$ cat config.mk
export PLATFORM = sky130hd
export DESIGN_NAME = if_stage_flat
export DESIGN_NICKNAME = d
export VERILOG_FILES = /design/src/rtl/if_stage_pkg.sv /design/src/rtl/if_stage_if.sv /design/src/rtl/if_stage_ifid_reg.sv /design/src/rtl/if_stage.sv /design/src/flat_wrapper.sv
export SDC_FILE = /design/constraint.sdc
export NUM_CORES = 1
export LEC_CHECK = 0
export ABC_AREA = 1
export ABC_CLOCK_PERIOD_IN_PS = 2250
export CAP_MARGIN = 5
export CORE_ASPECT_RATIO = 0.7
export CORE_MARGIN = 2
export CORE_UTILIZATION = 50
export CTS_BUF_LIST = sky130_fd_sc_hd__clkbuf_8
export CTS_CLUSTER_DIAMETER = 40
export CTS_CLUSTER_SIZE = 40
export DETAILED_ROUTE_END_ITERATION = 10
export PLACE_DENSITY_LB_ADDON = 0.3
export RECOVER_POWER = 100
export SYNTH_ARGS = -nofsm -noshare
export SYNTH_HDL_FRONTEND = slang
export SYNTH_HIERARCHICAL = 1
export SYNTH_SLANG_ARGS = --single-unit
$ cat constraint.sdc
create_clock -name clk -period 2.25 [get_ports clk]
set_input_delay 0.45 -clock clk [delete_from_list [all_inputs] [get_ports clk]]
set_output_delay 0.45 -clock clk [all_outputs]
set_load 0.03 [all_outputs]
$ cat src/rtl/if_stage_pkg.sv
// Shared types and constants for the instruction-fetch stage and its IF/ID register.
package if_stage_pkg;

  typedef logic [31:0] instr_t;

  typedef enum logic [1:0] {
    REQ  = 2'd0,
    KILL = 2'd1,
    HELD = 2'd2
  } if_state_e;

  localparam logic [31:0] IF_RESET_PC  = 32'h0000_0060;
  localparam instr_t      IF_NOP_INSTR = 32'h0000_0013;

  // One fetched word together with the address it came from.
  typedef struct packed {
    instr_t      instr;
    logic [31:0] pc;
  } fetch_t;

  function automatic logic [31:0] word_align(input logic [31:0] addr);
    return {addr[31:2], 2'b00};
  endfunction

endpackage

$ cat src/rtl/if_stage_if.sv
// I-side memory port: the fetch stage is the master, the instruction memory the slave.
interface if_stage_if;
  import if_stage_pkg::*;

  logic        imem_read;
  logic [31:0] imem_address;
  instr_t      imem_rdata;
  logic        imem_resp;

  modport master (
    output imem_read,
    output imem_address,
    input  imem_rdata,
    input  imem_resp
  );

  modport slave (
    input  imem_read,
    input  imem_address,
    output imem_rdata,
    output imem_resp
  );

endinterface

$ cat src/rtl/if_stage_ifid_reg.sv
// IF/ID pipeline register: flush beats load, and with neither asserted the contents hold.
module ifid_reg
  import if_stage_pkg::*;
#(
  parameter instr_t NOP_INSTR = IF_NOP_INSTR
) (
  input  logic        clk,
  input  logic        rst_n,
  input  logic        i_load,
  input  logic        i_flush,
  input  fetch_t      i_fetch,
  output instr_t      o_instr,
  output logic [31:0] o_pc,
  output logic        o_valid
);

  instr_t      r_instr;
  logic [31:0] r_pc;
  logic        r_valid;

  // NOTE: sequential state uses non-blocking assignments so every flop samples pre-edge values.
  always_ff @(posedge clk or negedge rst_n) begin
    if (!rst_n) begin
      r_instr <= NOP_INSTR;
      r_pc    <= '0;
      r_valid <= 1'b0;
    end else if (i_flush) begin
      r_instr <= NOP_INSTR;
      r_pc    <= '0;
      r_valid <= 1'b0;
    end else if (i_load) begin
      r_instr <= i_fetch.instr;
      r_pc    <= i_fetch.pc;
      r_valid <= 1'b1;
    end
  end

  assign o_instr = r_instr;
  assign o_pc    = r_pc;
  assign o_valid = r_valid;

endmodule

$ cat src/rtl/if_stage.sv
// Instruction-fetch stage: PC, fetch FSM and a one-entry skid buffer feeding the IF/ID register.
module if_stage
  import if_stage_pkg::*;
#(
  parameter logic [31:0] RESET_PC  = IF_RESET_PC,
  parameter instr_t      NOP_INSTR = IF_NOP_INSTR
) (
  input  logic              clk,
  input  logic              rst_n,
  if_stage_if.master        imem,
  input  logic              i_stall_id,
  input  logic              i_ex_br_en,
  input  logic [31:0]       i_ex_br_target,
  output instr_t            o_ifid_instruction,
  output logic [31:0]       o_ifid_pc,
  output logic              o_ifid_valid
);

  if_state_e   r_state, w_next_state;
  logic [31:0] r_pc, w_pc_next;
  logic [31:0] r_target, w_target_next;
  fetch_t      r_buf, w_ifid_data;
  logic        w_buf_load, w_ifid_load, w_ifid_flush;
  logic [31:0] w_br_target, w_pc_plus4;

  assign w_br_target = word_align(i_ex_br_target);
  assign w_pc_plus4  = r_pc + 32'd4;

  // The request stays up until its response; HELD is the only state with nothing outstanding.
  assign imem.imem_read    = (r_state != HELD);
  assign imem.imem_address = r_pc;

  always_ff @(posedge clk or negedge rst_n) begin
    if (!rst_n) begin
      r_state  <= REQ;
      r_pc     <= RESET_PC;
      r_target <= RESET_PC;
      r_buf    <= '0;
    end else begin
      r_state  <= w_next_state;
      r_pc     <= w_pc_next;
      r_target <= w_target_next;
      if (w_buf_load) r_buf <= '{instr: imem.imem_rdata, pc: r_pc};
    end
  end

  // NOTE: every always_comb output gets a default first, so no path can infer a latch.
  always_comb begin
    w_next_state  = r_state;
    w_pc_next     = r_pc;
    w_target_next = r_target;
    w_buf_load    = 1'b0;
    w_ifid_load   = 1'b0;
    w_ifid_flush  = 1'b0;
    w_ifid_data   = '{instr: imem.imem_rdata, pc: r_pc};

    case (r_state)
      REQ: begin
        if (i_ex_br_en) begin
          w_ifid_flush = 1'b1;
          if (imem.imem_resp) begin
            w_pc_next = w_br_target;
          end else begin
            w_target_next = w_br_target;
            w_next_state  = KILL;
          end
        end else if (imem.imem_resp) begin
          w_pc_next = w_pc_plus4;
          if (i_stall_id) begin
            w_buf_load   = 1'b1;
            w_next_state = HELD;
          end else begin
            w_ifid_load = 1'b1;
          end
        end else if (!i_stall_id) begin
          w_ifid_flush = 1'b1;
        end
      end

      // Waiting out a stale fetch; a later redirect simply replaces the pending target.
      KILL: begin
        w_ifid_flush = i_ex_br_en | ~i_stall_id;
        if (i_ex_br_en) w_target_next = w_br_target;
        if (imem.imem_resp) begin
          w_pc_next    = i_ex_br_en ? w_br_target : r_target;
          w_next_state = REQ;
        end
      end

      HELD: begin
        w_ifid_data = r_buf;
        if (i_ex_br_en) begin
          w_ifid_flush = 1'b1;
          w_pc_next    = w_br_target;
          w_next_state = REQ;
        end else if (!i_stall_id) begin
          w_ifid_load  = 1'b1;
          w_next_state = REQ;
        end
      end

      default: w_next_state = REQ;
    endcase
  end

  ifid_reg #(
    .NOP_INSTR (NOP_INSTR)
  ) u_ifid_reg (
    .clk     (clk),
    .rst_n   (rst_n),
    .i_load  (w_ifid_load),
    .i_flush (w_ifid_flush),
    .i_fetch (w_ifid_data),
    .o_instr (o_ifid_instruction),
    .o_pc    (o_ifid_pc),
    .o_valid (o_ifid_valid)
  );

endmodule

$ cat src/flat_wrapper.sv
// flat-port wrapper written by rule: the top's interface ports become plain ports
module if_stage_flat import if_stage_pkg::*;
#(
  parameter logic [31:0] RESET_PC  = IF_RESET_PC,
  parameter instr_t      NOP_INSTR = IF_NOP_INSTR
)
  (clk, rst_n, i_stall_id, i_ex_br_en, i_ex_br_target, o_ifid_instruction, o_ifid_pc, o_ifid_valid, imem_imem_read, imem_imem_address, imem_imem_rdata, imem_imem_resp);
  if_stage_if imem_i ();
  input  logic clk;
  input  logic rst_n;
  input  logic i_stall_id;
  input  logic i_ex_br_en;
  input  logic [31:0] i_ex_br_target;
  output instr_t o_ifid_instruction;
  output logic [31:0] o_ifid_pc;
  output logic o_ifid_valid;
  output wire logic [$bits(imem_i.imem_read)-1:0] imem_imem_read;
  output wire logic [$bits(imem_i.imem_address)-1:0] imem_imem_address;
  input wire logic [$bits(imem_i.imem_rdata)-1:0] imem_imem_rdata;
  input wire logic [$bits(imem_i.imem_resp)-1:0] imem_imem_resp;
  assign imem_imem_read = imem_i.imem_read;
  assign imem_imem_address = imem_i.imem_address;
  assign imem_i.imem_rdata = imem_imem_rdata;
  assign imem_i.imem_resp = imem_imem_resp;
  if_stage #(.RESET_PC(RESET_PC), .NOP_INSTR(NOP_INSTR)) u_core (.clk(clk), .rst_n(rst_n), .imem(imem_i), .i_stall_id(i_stall_id), .i_ex_br_en(i_ex_br_en), .i_ex_br_target(i_ex_br_target), .o_ifid_instruction(o_ifid_instruction), .o_ifid_pc(o_ifid_pc), .o_ifid_valid(o_ifid_valid));
endmodule
# [Word level (Yosys, flattened, before mapping)]
# Cells that the tools add are included.
[word_totals] ff_bits=195 out_inout_bits=98 elab_cells=68 input_bits=69
[classes] eq_ne=12 bitwise_logic=2 reduce_logical=7 addsub=1 n_mux=38
[op_table] operator="32-bit 2-to-1 mux" n=12
[op_table] operator="32-bit one-hot mux with 3 select lines" n=1
[op_table] operator="64-bit 2-to-1 mux" n=1
[op_table] operator="32-bit one-hot mux with 2 select lines" n=1
[op_table] operator="32-bit by 3-bit adder with 32-bit output (second input constant)" n=1
[op_table] operator="2-bit 2-to-1 mux" n=7
[op_table] operator="1-bit 2-to-1 mux" n=13
[op_table] operator="2-bit inequality test (second input constant)" n=6
[op_table] operator="3-bit inequality test (second input constant)" n=4
[op_table] operator="2-bit one-hot mux with 3 select lines" n=1
[op_table] operator="5-bit AND reduction" n=1
[op_table] operator="4-bit AND reduction" n=1
[op_table] operator="2-bit nonzero test" n=2
[op_table] operator="1-bit one-hot mux with 3 select lines" n=1
[op_table] operator="3-bit AND reduction" n=1
[op_table] operator="3-bit nonzero test" n=1
[op_table] operator="2-bit by 1-bit equality test with 1-bit output (second input constant)" n=1
[op_table] operator="2-bit equality test (second input constant)" n=1
[op_table] operator="2-bit zero test" n=1
[op_table] operator="1-bit one-hot mux with 2 select lines" n=1
[op_table] operator="1-bit inverter" n=1
[op_table] operator="1-bit bitwise OR" n=1

# [Logic depth before layout (Yosys ltp)]
# Gate-level depths: netlist of the first run.
[depth] depth_word=6 mapped_depth=13 mapped_depth_nobuf=12

# [Hierarchy]
# The synthesis of the first run kept the hierarchy.
[modules_own_cells] module="if_stage" seq_area_each_um2=3258.1 area_per_inst_um2=7354.6 instances=1 cells_per_inst=1054
[modules_own_cells] module="ifid_reg" seq_area_each_um2=1630.3 area_per_inst_um2=2583.7 instances=1 cells_per_inst=280

# [Worst setup path after synthesis of the first run]
# OpenSTA, ideal clock, no wires.
[synth_path] kind="reg-to-reg" start="reg u_core.r_state[0]" end="reg u_core.u_ifid_reg.r_instr[17] (netlist: u_core/u_ifid_reg/o_instr[17])" setup_time_ns=0.118 path_stages_with_launch=11 synth_period_minus_slack_ns=2.475 t_required_ns=2.132 n_path_buf=2 path_slack_ns=-0.225 arrival_ns=2.358 path_cell_list="dfrtp_1 > inv_1 > ha_1 > buf_2 > clkinv_1 > a211o_1 > a31oi_1 > nor2_4 > buf_4 > nand2_1 > nand2_1"
[synth_via] elab_cells_between_ends=9 cone_classes="2 x eq/ne; 5 x mux; 2 x reduce/logical"
[synth_lines] item="start: declaration" line_no="if_stage.sv:19" text="if_state_e r_state, w_next_state;"
[synth_lines] item="start signal: assignment" line_no="if_stage.sv:40" text="r_state <= w_next_state;"
[synth_lines] item="2-bit equality test (tied with other cells)" line_no="if_stage.sv:57" text="case (r_state)"
[synth_lines] item="1-bit one-hot mux with 3 select lines (*)" line_no="if_stage.sv:57"
[synth_lines] item="named net u_core.w_ifid_flush" line_no="if_stage.sv:23" text="logic w_buf_load, w_ifid_load, w_ifid_flush;"
[synth_lines] item="32-bit 2-to-1 mux or 2-bit nonzero test (tied branches)"
[synth_lines] item="end signal: assignment" line_no="if_stage_ifid_reg.sv:32" text="r_instr <= i_fetch.instr;"
[synth_lines] item="end: declaration" line_no="if_stage_ifid_reg.sv:17" text="instr_t r_instr;"
# Mark *: on every way through the listed nets, which the timed path passes. The rest lies on a longest branch. The select of a mux whose other input is x is not followed.
# A chain may end at the register's enable or synchronous reset.

# [Worst setup path after layout of the first run]
[layout_path] start="reg u_core.r_pc[25] (netlist: u_core/imem.imem_address[25])" end="out imem_imem_address[25]"
[layout_lines] item="start: declaration" line_no="if_stage.sv:20" text="logic [31:0] r_pc, w_pc_next;"
[layout_lines] item="start signal: assignment" line_no="if_stage.sv:41" text="r_pc <= w_pc_next;"
[layout_lines] item="end: declaration" line_no="flat_wrapper.sv:18" text="output wire logic [$bits(imem_i.imem_address)-1:0] imem_imem_address;"
# No word-level cell between the ends.

==> out/metrics.yaml, run 1 <==
nNetsFinal: 1558
postLayoutCoreUtil: 0.634
endpoint_kind: "output pin"
grt_util_all_layers: 0.263
die_width_um: 173
dp_hpwl_um: 19000
grt_pass1_vias: 8771
finalWorstPathRequiredPeriod_ns: 2.17
worst_slew_pin_slew_ns: 1.57
vias_per_cell: 5.34
core_area_um2: 19600
gp_congestion: 0.922
cts_root_buf: "sky130_fd_sc_hd__clkbuf_8"
timing.critical_path.cells: "clkdlybuf4s50_1"
yosysUniqueCellTypes: 35
seqPwrFrac: 0.336
floorplan.die_area_um2: 21000
tritoncts: "yes"
critPathSlowestCell: "sky130_fd_sc_hd__clkdlybuf4s50_1"
drc: 0
finalMaxSlewViolations: 58
post-cts-setup-buffer-count: 0
pin_count: 167
clkSlewWorstSetupHoldPaths_ns: 0.11
failed_checks: "capacitance limit, slew limit"
timing.final.hold_violations: 0
power.internal_mw: 9.48
synth_edf_count: 0
power.ir.vdd_worst_mv: 0.867
power.static_leakage_nw: 6.21
diodes: 0
status: "complete, but fails checks"
route.antenna.remaining_nets: 0
post_synth_inst_count: 1334
initial_utilization: 0.506
htree_num_levels: 4
placement.setup.worst_slack_ns: -0.0606
powerDensity_nw_per_um2: 1480
max-clock-path-buffers: 2
dr_total_vias: 9430
critical_path_class: "register to output pin"
post-route-cell-area_um2: 12400
data_required_time_at_the_worst_endpoint_ns: 1.80
critical_path.n_buffers_inverters: 1
first_iter_violations: 935
number_of_antenna_violations_at_the_first_check_in_global_routing: 0
finalSetupViolCount: 0
area_share_of_the_largest_cell_type_after_synthesis: 0.473
synth_fp_nets: 1408
cp.arrival_ns: 1.72
finalWorstSetupSlack_ns: 0.0793
post_route_cells_drive_above_1_share: 0.0648
worst_slew_margin_rel: -0.0471
floorplan.die.height_um: 122
syn_to_final_growth_pct: 25.2
avgRoutedWirePerCell_um: 15.4
cts_num_sinks: 195
cp_slowest_stage_delay_ns: 0.73
clock_tree_skew_after_final_layout_ns: 0.0117
worst_path_dominant_cell_family: "buffers and inverters"
synth_area_leaders: "sky130_fd_sc_hd__dfrtp_1, sky130_fd_sc_hd__nand2_1, sky130_fd_sc_hd__o21ai_0"
largest_net_degree_at_the_start_of_global_routing: 129
place_area_um2: 12100
globalRoute.totalOverflow: 0
max_freq_mhz: 461
finalPower_mw: 18.4
power.share.clock: 0.125
io_buffer_count: 164
multi_input_area_um2: 4270
start_kind: "register"
grt_setup_unrepaired: "no"
first_pass_grt_wire_length_um: 44400
drt_first_pass_iters: 6
yosysWarningCount: 6
wirelength_um: 27200
worst_hold_path_type: "register to register"
combinational_power_share: 0.539
fillerInstances: 1717
swShare: 0.484
yosysTopAreaCell: "sky130_fd_sc_hd__dfrtp_1"
cts_buffers: 17
synth_top_flop_cell: "sky130_fd_sc_hd__dfrtp_1"
postSynth.asyncResetShare: 1.00
worst_skew_pair.late_latency_ns: 0.47
p_switching_mw: 8.90
netlist_area_um2: 9940
final_period_util: 0.965
yosysSeqAreaShare: 0.492
critPathMaxFanout: 6
max_cap_viol_count: 1
register_area_um2: 4890
synth.avg_cell_area_um2: 7.45
synth.ff_latch_count: 195
std_cell_rows: 43
==> per-stage QoR <==
| stage | instances | hold slack (ns) | TNS [ns] |
|---|---|---|---|
| floorplan | 1334 | 0.154 | 0 |
| CTS | 1767 | 0.482 | 0 |
| global placement | 1734 | 0.455 | -0.214 |
| finish | 1767 | 0.473 | 0 |
| global route | 1767 | 0.494 | 0 |
| detailed placement | 1734 | 0.457 | -0.963 |
==> sequential cells by signal (all words and copies together), names as in the netlist <==
signal / count
u_core/imem.imem_address: 32
u_core/r_buf: 64
u_core/r_state: 2
u_core/r_target: 32
u_core/u_ifid_reg/o_instr: 32
u_core/u_ifid_reg/o_pc: 32
u_core/u_ifid_reg/o_valid: 1
==> synthesized netlist by cell type (5+ instances only) <==
cell type and number:
sky130_fd_sc_hd__nand2_1 527, sky130_fd_sc_hd__inv_1 105, sky130_fd_sc_hd__a21oi_1 34, sky130_fd_sc_hd__ha_1 5, sky130_fd_sc_hd__a221oi_1 7, sky130_fd_sc_hd__buf_1 8, sky130_fd_sc_hd__buf_2 32, sky130_fd_sc_hd__o211ai_1 10
sky130_fd_sc_hd__inv_2 6, sky130_fd_sc_hd__dfrtp_1 188, sky130_fd_sc_hd__a22oi_1 9, sky130_fd_sc_hd__nor2_1 54, sky130_fd_sc_hd__buf_4 8, sky130_fd_sc_hd__buf_6 5, sky130_fd_sc_hd__o21ai_0 163, sky130_fd_sc_hd__nand3_1 103
sky130_fd_sc_hd__o21ai_1 6, sky130_fd_sc_hd__clkbuf_1 21, sky130_fd_sc_hd__dfstp_2 7
==> cell type report <==
class,instances,share of cell area
Multi-Input combinational cell,953,0.343
Sequential cell,195,0.393
Clock inverter,15,0.0137
Tap cell,270,0.0271
Clock buffer,17,0.0188
Timing Repair Buffer,205,0.171
Inverter,112,0.0340
==> layout by cell type (no fill, tap or decap), types with 3 or more instances in the layout <==
cell / count
sky130_fd_sc_hd__nand2_1: 526
sky130_fd_sc_hd__dfrtp_1: 188
sky130_fd_sc_hd__o21ai_0: 167
sky130_fd_sc_hd__inv_1: 106
sky130_fd_sc_hd__nand3_1: 103
sky130_fd_sc_hd__clkdlybuf4s50_1: 87
sky130_fd_sc_hd__dlygate4sd3_1: 76
sky130_fd_sc_hd__nor2_1: 57
sky130_fd_sc_hd__a21oi_1: 34
sky130_fd_sc_hd__buf_4: 20
sky130_fd_sc_hd__clkbuf_8: 17
sky130_fd_sc_hd__buf_12: 15
sky130_fd_sc_hd__o211ai_1: 10
sky130_fd_sc_hd__a22oi_1: 9
sky130_fd_sc_hd__a221oi_1: 7
sky130_fd_sc_hd__dfstp_2: 7
sky130_fd_sc_hd__clkinv_4: 5
sky130_fd_sc_hd__inv_2: 5
sky130_fd_sc_hd__inv_6: 3
sky130_fd_sc_hd__o31ai_1: 3
sky130_fd_sc_hd__nor2_4: 3
sky130_fd_sc_hd__and2_1: 3
sky130_fd_sc_hd__nor3_1: 3
sky130_fd_sc_hd__xor2_1: 3
sky130_fd_sc_hd__ha_1: 3
sky130_fd_sc_hd__clkbuf_2: 3
==> layer usage <==
metal / vias up / share of wire / wire, µm / global-route usage
li1: 4584 / - / - / -
met5: - / 0 / 0 / 0
met2: 353 / 0.45 / 12300 / 0.404
met3: 28 / 0.078 / 2110 / 0.0562
met1: 4465 / 0.46 / 12500 / 0.384
met4: 0 / 0.011 / 291 / 0.0614
==> path summary, 6_finish.rpt <==
check | endpoint | cells past startpoint | start | slack [ns]
worst max-delay path | imem_imem_address[25] | 1 | u_core/imem.imem_address[25]$_DFFE_PN0P_ | 0.08
worst min-delay path | u_core/u_ifid_reg/o_pc[30]$_DFFE_PN0P_ | 2 | u_core/u_ifid_reg/o_pc[30]$_DFFE_PN0P_ | 0.47
worst max register to register | u_core/imem.imem_address[5]$_DFFE_PN1P_ | 9 | u_core/r_state[0]$_DFFE_PN0P_ | 0.16
worst min register to register | u_core/u_ifid_reg/o_pc[30]$_DFFE_PN0P_ | 2 | u_core/u_ifid_reg/o_pc[30]$_DFFE_PN0P_ | 0.47
max in group asynchronous | u_core/u_ifid_reg/o_instr[30]$_DFFE_PN0P_ | 3 | rst_n | 0.36
min in group asynchronous | u_core/r_target[1]$_DFFE_PN0P_ | 2 | rst_n | 0.92
==> what timing repair did <==
action,in CTS,in global routing
endpoints found under the setup margin,21,70
hold buffers,1,0
gates cloned,0,0
gates resized for setup,2,2
hold endpoints to repair,51,0
==> cells by family after synthesis <==
family                     synth area share
xor gates and xnor gates            0.00264
adders and majority gates           0.00629
buffers and inverters                0.0811
and+or+nand+nor                       0.283
DFF                                   0.492
AOI/OAI and AO/OA                     0.135
==> power by group through the flow <==
| stage | Sequential (mW) | Combinational, mW | Clock, mW |
|---|---|---|---|
| final | 6.17 | 9.91 | 2.30 |
| after global routing | 6.35 | 10.9 | 2.51 |
| after CTS | 6.17 | 10.2 | 2.38 |
| after detailed placement | 6.22 | 10.2 | 0 |
| after global placement | 6.19 | 9.94 | 0 |
| after floorplan | 7.33 | 5.17 | 0 |
(Power assumes the default switching activity.)
==> inputs of run 2 (changes only) <==
--- a/config.mk
+++ b/config.mk
@@ -8,13 +8,15 @@
 export ABC_AREA = 1
 export ABC_CLOCK_PERIOD_IN_PS = 2250
 export CAP_MARGIN = 5
+export CELL_PAD_IN_SITES_DETAIL_PLACEMENT = 2
+export CELL_PAD_IN_SITES_GLOBAL_PLACEMENT = 2
 export CORE_ASPECT_RATIO = 0.7
 export CORE_MARGIN = 2
-export CORE_UTILIZATION = 50
+export CORE_UTILIZATION = 28
 export CTS_BUF_LIST = sky130_fd_sc_hd__clkbuf_8
 export CTS_CLUSTER_DIAMETER = 40
-export CTS_CLUSTER_SIZE = 40
 export DETAILED_ROUTE_END_ITERATION = 10
+export GPL_TIMING_DRIVEN = 0
 export PLACE_DENSITY_LB_ADDON = 0.3
 export RECOVER_POWER = 100
 export SYNTH_ARGS = -nofsm -noshare
==> run 2 against run 1 <==
The run still ends with capacitance limit, slew limit left. Die area is 76% higher. Register-to-register slack worse by 0.099 ns. Clock skew is 0.0050 ns higher. Count of clock-buffer cells in the layout stayed put. Hold slack worse by 0.094 ns. Final cell count is 14% higher. Wire length is 45% higher. Critical path type is now register to register. Critical endpoint is now u_core/u_ifid_reg/o_instr[13]$_DFFE_PN0P_. Largest cell class unchanged.
==> out/metrics.yaml, run 2 (same netlist as run 1, synthesis figures left out) <==
status: "complete, but fails checks"
failed_checks: "capacitance limit, slew limit"
pin_count: 167  # unchanged
layout.cells.most_common_list: "sky130_fd_sc_hd__nand2_1, sky130_fd_sc_hd__dfrtp_1, sky130_fd_sc_hd__o21ai_0, sky130_fd_sc_hd__clkdlybuf4s50_1, sky130_fd_sc_hd__inv_1"
largest_net_degree_at_the_start_of_global_routing: 110  # -15%
powerDensity_nw_per_um2: 1550  # +5.2%
seqPwrFrac: 0.315  # -0.021
clkSlewWorstSetupHoldPaths_ns: 0.11  # about the same
number_of_antenna_violations_at_the_first_check_in_global_routing: 0  # unchanged
first_pass_grt_wire_length_um: 62700  # +41%
drt_first_pass_iters: 5  # -1
layout_commonest_cell: "sky130_fd_sc_hd__nand2_1"
p_switching_mw: 9.98  # +12%
start_kind: "register"
worst-r2r-cell-count: 12  # +3
vias_per_cell: 4.91  # -7.9%
cts_buffers: 17  # unchanged
final_cells: 2016  # +14%
io_buffer_count: 164  # unchanged
route.antenna.remaining_nets: 0  # unchanged
power.share.clock: 0.130  # +0.005
final_period_util: 0.973  # +0.00825
finalWorstSetupSlack_ns: 0.0608  # -0.0186 ns
avgRoutedWirePerCell_um: 19.6  # +27%
core_area_um2: 34800  # +77%
wirelength_um: 39500  # +45%
largest_register_ff_count: 64  # unchanged
worst-r2r-setup-slack_ns: 0.06  # -0.10 ns
drc: 0  # unchanged
timing.rr.start: "u_core/r_state[0]$_DFFE_PN0P_"
post_route_cells_drive_above_1_share: 0.0913  # +0.0265
worst_slew_margin_rel: -0.0921  # -0.0450
tritoncts: "yes"
worst_hold_path_type: "primary input to asynchronous set/reset pin"
std_cell_rows: 57  # +33%
cp.arrival_ns: 2.58  # +0.86 ns
max_cap_viol_count: 1  # unchanged
floorplan.die.height_um: 162  # +33%
finalWorstPathRequiredPeriod_ns: 2.19  # +0.0186 ns
worst_slew_pin_slew_ns: 1.64  # +0.0675 ns
gp_congestion: 0.834  # -9.6%
cts_hold_buf: 0  # -1
grt_pass1_vias: 10954  # +25%
cts_root_buf: "sky130_fd_sc_hd__clkbuf_8"
data_required_time_at_the_worst_endpoint_ns: 2.64  # +0.84 ns
power.ir.vdd_worst_mv: 0.442  # -49%
crit_start: "u_core/r_state[0]$_DFFE_PN0P_"
place.detailed.instances: 1971  # +14%
htree_num_levels: 4  # unchanged
worst_skew_pair.late_latency_ns: 0.50  # +0.03 ns
finalMaxSlewViolations: 109  # +88%
placement.setup.worst_slack_ns: -0.959  # -0.899 ns
clock_tree_skew_after_final_layout_ns: 0.0167  # +0.00504 ns
timing.final.hold_violations: 0  # unchanged
nNetsFinal: 1605  # +3.0%
floorplan.die_area_um2: 37000  # +76%
globalRoute.totalOverflow: 0  # unchanged
diodes: 0  # unchanged
cts_num_sinks: 195  # unchanged
critPathMaxFanout: 10  # +4
max_freq_mhz: 457  # -0.85%
worst_r2r_dst: "u_core/u_ifid_reg/o_instr[13]$_DFFE_PN0P_"
hold-worst-slack_ns: 0.380  # -0.0936 ns
power.static_leakage_nw: 6.15  # -0.95%
critical_path_class: "register to register"
dr_total_vias: 9907  # +5.1%
swShare: 0.503  # +0.0186
dp_hpwl_um: 30100  # +58%
grt_util_all_layers: 0.219  # -0.0444
syn_to_final_growth_pct: 28.6
power.internal_mw: 9.87  # +4.1%
combinational_power_share: 0.555  # +0.016
die_width_um: 229  # +33%
endpoint: "u_core/u_ifid_reg/o_instr[13]$_DFFE_PN0P_"
register_bank_with_the_most_flops: "u_core/r_buf"
first_iter_violations: 586  # -37%
max-clock-path-buffers: 2  # unchanged
finalSetupViolCount: 0  # unchanged
initial_utilization: 0.286  # -0.221
endpoint_kind: "register"
run 2: worst min path at each step:
stage	from	endpoint	cells past startpoint
floorplan	rst_n	u_core/imem.imem_address[0]$_DFFE_PN0P_	0
global placement	u_core/r_target[17]$_DFFE_PN0P_	u_core/r_target[17]$_DFFE_PN0P_	2
detailed placement	u_core/u_ifid_reg/o_instr[20]$_DFFE_PN0P_	u_core/u_ifid_reg/o_instr[20]$_DFFE_PN0P_	2
CTS	rst_n	u_core/r_target[31]$_DFFE_PN0P_	1
global route	u_core/u_ifid_reg/o_pc[10]$_DFFE_PN0P_	u_core/u_ifid_reg/o_pc[10]$_DFFE_PN0P_	2
finish	rst_n	u_core/r_target[31]$_DFFE_PN0P_	1
run 2: power groups by stage:
stage | sequential [mW] | combinational (mW) | clock (mW)
after floorplan | 7.33 | 5.17 | 0
after global placement | 6.26 | 10.4 | 0
after detailed placement | 6.33 | 10.8 | 0
after CTS | 6.27 | 11.2 | 2.68
after global routing | 6.48 | 12.2 | 2.80
final | 6.25 | 11.0 | 2.58
run 2: cell type report:
type | instances | area, µm²
fill | 4088 | 22000
sequential | 195 | 4890
multi-input combinational | 953 | 4320
timing repair buffer | 180 | 1680
tap | 472 | 591
buffer | 72 | 440
inverter | 112 | 433
clock buffer | 17 | 234
clock inverter | 15 | 190
run 2: metal layers:
| layer | GRT usage | part of all wire |
|---|---|---|
| met5 | 0 | 0 |
| met4 | 0.0428 | 0.0077 |
| met3 | 0.0362 | 0.029 |
| met2 | 0.353 | 0.47 |
| met1 | 0.310 | 0.50 |
run 2: worst max-delay path, cell delays in order (launching register included):
cell,delay [ns]
sky130_fd_sc_hd__dfrtp_1,0.42
sky130_fd_sc_hd__inv_2,0.13
sky130_fd_sc_hd__ha_4,0.15
sky130_fd_sc_hd__buf_8,0.15
sky130_fd_sc_hd__clkinv_8,0.08
sky130_fd_sc_hd__a211o_1,0.29
sky130_fd_sc_hd__a31oi_4,0.23
sky130_fd_sc_hd__buf_6,0.14
sky130_fd_sc_hd__nor2_4,0.03
sky130_fd_sc_hd__buf_4,0.16
sky130_fd_sc_hd__buf_6,0.15
sky130_fd_sc_hd__nand2_1,0.07
sky130_fd_sc_hd__nand2_1,0.06
run 2: what timing repair did:
item                                    4_1_cts  5_1_grt
pin swaps                                     1        3
endpoints found under the setup margin       87      142
gates resized for setup                      37       48
setup buffers                                10        5
run 2: stage by stage:
| stage | cell area [µm²] | utilization | power (mW) | TNS, ns |
|---|---|---|---|---|
| finish | 12800 | 0.367 | 19.8 | 0 |
| global route | 12800 | 0.367 | 21.5 | -0.00870 |
| CTS | 12800 | 0.368 | 20.2 | -0.00655 |
| detailed placement | 12200 | 0.351 | 17.2 | -65.19 |
| global placement | 12200 | 0.350 | 16.7 | -1667.98 |
| floorplan | 9950 | - | 12.5 | 0 |
==> inputs of run 3 (changes only) <==
--- a/config.mk
+++ b/config.mk
@@ -19,6 +19,7 @@
 export GPL_TIMING_DRIVEN = 0
 export PLACE_DENSITY_LB_ADDON = 0.3
 export RECOVER_POWER = 100
+export SLEW_MARGIN = 0
 export SYNTH_ARGS = -nofsm -noshare
 export SYNTH_HDL_FRONTEND = slang
 export SYNTH_HIERARCHICAL = 1
==> results of run 3 <==
Same layout as run 2: the final DEF is identical, and so are final timing and power.
